**src/rtl/branch_hazard_ctrl.sv**
```systemverilog
// rtl/branch_hazard_ctrl.sv - ID-stage branch hazard, bypass select and taken/flush control
module branch_hazard_ctrl #(
  parameter int DELAY_SLOT = 1,
  parameter int CNT_W      = 16
) (
  input  logic             clk,
  input  logic             rst_n,
  input  logic             id_valid,
  input  logic             id_is_branch,
  input  logic             id_is_bne,
  input  logic [4:0]       id_rs,
  input  logic [4:0]       id_rt,
  input  logic             id_use_rs,
  input  logic             id_use_rt,
  input  logic             id_wr_en,
  input  logic [4:0]       id_wa,
  input  logic             id_is_load,
  input  logic             cmp_eq,
  output logic             stall,
  output logic [1:0]       fwd_rs_sel,
  output logic [1:0]       fwd_rt_sel,
  output logic             branch_taken,
  output logic             flush_if,
  output logic [CNT_W-1:0] stall_cnt,
  output logic [CNT_W-1:0] taken_cnt
);

  // In-flight destination tracking; WB keeps no load bit since a WB
  // producer is always forwardable.
  logic       ex_valid, mem_valid, wb_valid;
  logic [4:0] ex_wa, mem_wa, wb_wa;
  logic       ex_load, mem_load;

  logic rs_ex, rt_ex, rs_mem, rt_mem, rs_wb, rt_wb;
  logic is_branch;

  // Register $0 is hard-wired, so an entry targeting it never matches.
  function automatic logic hit(input logic use_bit, input logic v,
                               input logic [4:0] wa, input logic [4:0] src);
    return use_bit & v & (wa != 5'd0) & (wa == src);
  endfunction

  // Bypass choice: MEM ALU result is the youngest forwardable value, then WB.
  function automatic logic [1:0] fwd_pick(input logic m_hit, input logic m_load,
                                          input logic w_hit);
    if (m_hit && !m_load) return 2'd1;
    else if (w_hit)       return 2'd2;
    else                  return 2'd0;
  endfunction

  // Source-versus-stage match decode
  always_comb begin
    rs_ex  = hit(id_use_rs, ex_valid,  ex_wa,  id_rs);
    rt_ex  = hit(id_use_rt, ex_valid,  ex_wa,  id_rt);
    rs_mem = hit(id_use_rs, mem_valid, mem_wa, id_rs);
    rt_mem = hit(id_use_rt, mem_valid, mem_wa, id_rt);
    rs_wb  = hit(id_use_rs, wb_valid,  wb_wa,  id_rs);
    rt_wb  = hit(id_use_rt, wb_valid,  wb_wa,  id_rt);
  end

  // Stall, bypass and taken decisions; all forced low while reset is held
  always_comb begin
    is_branch    = rst_n & id_valid & id_is_branch;
    stall        = 1'b0;
    fwd_rs_sel   = 2'd0;
    fwd_rt_sel   = 2'd0;
    branch_taken = 1'b0;
    if (rst_n && id_valid) begin
      if (id_is_branch)
        // The comparator sits in ID, so an EX producer of any kind and a
        // MEM load are both still too late to bypass.
        stall = rs_ex | rt_ex | (mem_load & (rs_mem | rt_mem));
      else
        stall = ex_load & (rs_ex | rt_ex);
    end
    if (is_branch) begin
      fwd_rs_sel   = fwd_pick(rs_mem, mem_load, rs_wb);
      fwd_rt_sel   = fwd_pick(rt_mem, mem_load, rt_wb);
      branch_taken = ~stall & (id_is_bne ? ~cmp_eq : cmp_eq);
    end
    flush_if = branch_taken & (DELAY_SLOT == 0);
  end

  // Advance the scoreboard; a stalled ID instruction enters EX as a bubble
  always_ff @(posedge clk or negedge rst_n) begin
    if (!rst_n) begin
      ex_valid  <= 1'b0;
      ex_wa     <= 5'd0;
      ex_load   <= 1'b0;
      mem_valid <= 1'b0;
      mem_wa    <= 5'd0;
      mem_load  <= 1'b0;
      wb_valid  <= 1'b0;
      wb_wa     <= 5'd0;
    end else begin
      wb_valid  <= mem_valid;
      wb_wa     <= mem_wa;
      mem_valid <= ex_valid;
      mem_wa    <= ex_wa;
      mem_load  <= ex_load;
      ex_valid  <= id_valid & id_wr_en & ~stall;
      ex_wa     <= id_wa;
      ex_load   <= id_is_load;
    end
  end

  // Saturating stall and taken statistics
  always_ff @(posedge clk or negedge rst_n) begin
    if (!rst_n) begin
      stall_cnt <= '0;
      taken_cnt <= '0;
    end else begin
      if (stall && (stall_cnt != {CNT_W{1'b1}}))
        stall_cnt <= stall_cnt + 1'b1;
      if (branch_taken && (taken_cnt != {CNT_W{1'b1}}))
        taken_cnt <= taken_cnt + 1'b1;
    end
  end

endmodule

```
**config.mk**
```make
export PLATFORM = sky130hd
export DESIGN_NAME = branch_hazard_ctrl
export DESIGN_NICKNAME = d
export VERILOG_FILES = /design/src/rtl/branch_hazard_ctrl.sv
export SDC_FILE = /design/constraint.sdc
export NUM_CORES = 1
export LEC_CHECK = 0
export ABC_AREA = 1
export ABC_CLOCK_PERIOD_IN_PS = 2300
export BUFFER_PORTS_ARGS = -buffer_cell sky130_fd_sc_hd__buf_2
export CORE_AREA = 4 4 86 88
export CTS_CLUSTER_DIAMETER = 120
export CTS_CLUSTER_SIZE = 12
export DETAILED_ROUTE_END_ITERATION = 8
export DIE_AREA = 0 0 90 92
export PLACE_DENSITY = 0.72
export SLEW_MARGIN = 20
export SYNTH_ARGS = -nofsm -noshare
export SYNTH_HDL_FRONTEND = slang
export SYNTH_SLANG_ARGS = --single-unit
```
**constraint.sdc**
```tcl
create_clock -name clk -period 2.3 [get_ports clk]
set_input_delay 0.46 -clock clk [delete_from_list [all_inputs] [get_ports clk]]
set_output_delay 0.46 -clock clk [all_outputs]
set_load 0.02 [all_outputs]
```
==> metrics <==
Pins Over Slew Limit 0; Final nets 520; Worst Path Buf+Inv 3; CP max-delay cell dfrtp_1; Synth Flop Type dfrtp_1; setup TNS 0 ns; RR Endpoint stall_cnt[13]$_DFFE_PN0P_; worst hold path class input port to register; max_cap viols 0; post-synth top area share between 30 and 40%; WP data required 1.84 ns; endpoint class of the critical path output port; top post-synthesis cells by count nand2_1, dfrtp_1, inv_1; gr usage total 19.35%; Critical Path Most Common Cell nand2_2; Starting Density 49.21%; Max stage delay on crit path 0.42 ns; Initial DRC Count 120; htree depth 2; Synth Instances 421; crit path max fanout 4; non-filler cells, final 574; worst-skew pair later-pin latency 0.31 ns; Vias/cell around 5.1; port bufs 62; cell accounting for the most synthesized area dfrtp_1; syn_nets 448; GPL Wtd Cong 0.8604; crit path kind register to output port; DRC 0; Hold Path Depth 1; hold path start id_wa[1]; antenna violations before repair 0; Routed WL per cell 13.49 microns; TritonCTS Buffers 5; most common cell in the netlist nand2_1; Reg-to-Reg Start stall_cnt[0]$_DFFE_PN0P_; Synth Register Bits 52; Inst Count DP 563; Critical Path AT 1.74 ns; R2R Setup Slk 0.42 ns; f_max about 450 MHz; Synth-to-Final Area Change 16.61%; clk buf depth 2; DRT Pass-1 Iters 4; power per cell area 509.1 mW/mm^2; Unique masters post-synth 38; Worst Hold Endpoint ex_wa[1]$_DFF_PN0_; Die Area 0.008280 sq mm; diode count 0; via count 2911; crit-path cells inv_2 > buf_4 > a21oi_2 > nand2_2 > nor2_4 > nand2_2 > nand2_2 > nand2_4 > a21boi_4 > buf_4; Register-to-Register Path Depth 9; Avg Cell Area, Syn a little under 8 sq um; Async SR Flop Fraction 100.0%; top post-synthesis cells by area dfrtp_1, nand2_1, nand3_1, inv_1, xor2_1; startpoint types register; hold_buf cts 0; Tmin final 2.204 ns; Sinks on Clock Net 52; grt total ovfl 0; skew final 0.008423 ns; Core ar. 0.006644 sq mm; Ys Warns 0; Setup Viol. Count Final 0; unrepaired setup endpoints after global routing yes; layout cells sized above 1 a little over a quarter; root buf cell clkbuf_8; number of global-route vias before repair 2839; sequential element share of the synthesized area 39.80%; Post-Route WL 7746 microns; Ports 64; worst slew pin tran 0.6520 ns; cell area after synthesis 0.003269 sq mm; first-pass GRT wire length 13160 microns; num rows 30; IR Drop Worst-Case VDD 251.7 uV; Post-DRT Antenna Nets 0; Die H 92 microns; slew margin rel. 56.53%; period utilisation layout 95.82%; Largest delay share family, worst path flip-flops; hpwl dp 5965 microns; leakage power around 0.0021 uW; Post-synth EDFFs 0; Clock Pin Slew Worst Setup and Hold Paths 0.09 ns; pin count of the biggest net entering global routing 53; Fin. Hold Viols 0; run status finished, final reports clean; Die W 90 microns; CTS tree done
[metrics by stage]
stage | util, % | setup WS, ns | total power, uW | cell area (sq um) | hold WS, ns
after CTS | 56.53 | 0.05843 | 1965 | 3756 | 0.2451
final | 57.38 | 0.09613 | 1941 | 3812 | 0.2547
after floorplan | - | 0.4741 | 1270 | 3269 | 0.1644
after global routing | 57.38 | 0.001482 | 2056 | 3812 | 0.2445
after global placement | 55.18 | 0.2453 | 1405 | 3666 | 0.3925
after detailed placement | 55.18 | 0.2186 | 1417 | 3666 | 0.3919
[placed cells by master (no fill, tap or decap), types with 2 or more instances in the layout]
master and instances:
clkbuf_1 2, nor4_1 4, inv_2 9, nand2_2 20, xor2_1 17, nand2_4 7, nand3_1 35, inv_1 38
nand2_1 137, ha_1 2, nor3_1 7, nor2_4 4, nand3_4 2, o21ai_0 5, xnor2_1 13, o22ai_1 2
nor2_2 6, nand3_2 3, clkbuf_8 6, nand3b_1 2, buf_4 9, a21oi_1 3, a21boi_4 2, nand4_1 9
nor2_1 26, nor3_4 2, buf_2 60, dfrtp_1 52
[state kept, by name, summed over array words and instances (netlist names)]
name       flops
ex_load        1
ex_valid       1
ex_wa          5
mem_load       1
mem_valid      1
mem_wa         5
stall_cnt     16
taken_cnt     16
wb_valid       1
wb_wa          5
[worst max path at each step]
stage | start | slack, ns | depth (start not counted) | endpoint
after floorplan | id_rs[1] | 0.47 | 12 | branch_taken
after global placement | rst_n | 0.25 | 10 | fwd_rt_sel[1]
after detailed placement | rst_n | 0.22 | 10 | fwd_rt_sel[1]
after CTS | mem_wa[2]$_DFF_PN0_ | 0.06 | 10 | branch_taken
after global routing | mem_wa[3]$_DFF_PN0_ | 0.001 | 10 | stall
final | mem_wa[3]$_DFF_PN0_ | 0.1 | 10 | stall
[layer usage]
metal,vias to the layer above,share of wire (%),global-route usage [%]
met5,-,0,0
met4,0,1.4,5.357
met3,9,5.9,3.035
met2,87,48,32.23
met1,1353,45,26.21
li1,1462,-,-
[kinds of logic (layout without fill, tap and decap cells)]
family          count (synthesis)  after routing  synth area share (%)
simple gates                  268            268                 40.95
xor+xnor                       30             30                 8.037
compound gates                 15             15                 3.253
fa+ha+maj                       2              2                0.7653
flops                          52             52                 39.80
other cells                     1              1                0.1147
buf+inv                        53            126                 7.080
[layout make-up]
class / instances / area [sq um]
well taps: 80 / 100.1
clock buffers: 8 / 90.09
inverters: 48 / 180.2
multi-input cells: 316 / 1762
repair buffers: 70 / 379.1
flip-flops and latches: 52 / 1301
fillers: 649 / 2831
[where the power goes]
part | internal, uW | switching (uW) | leakage (uW)
Clock | 246 | 294 | 0.0000455
Combinational | 134 | 219 | 0.00134
Sequential | 970 | 78.0 | 0.000672
[timing repair]
action / in CTS / in global routing
endpoints found under the setup margin: 0 / 2
gates resized for setup: 0 / 9
setup buffers: 0 / 3
(Power assumes the default switching activity.)
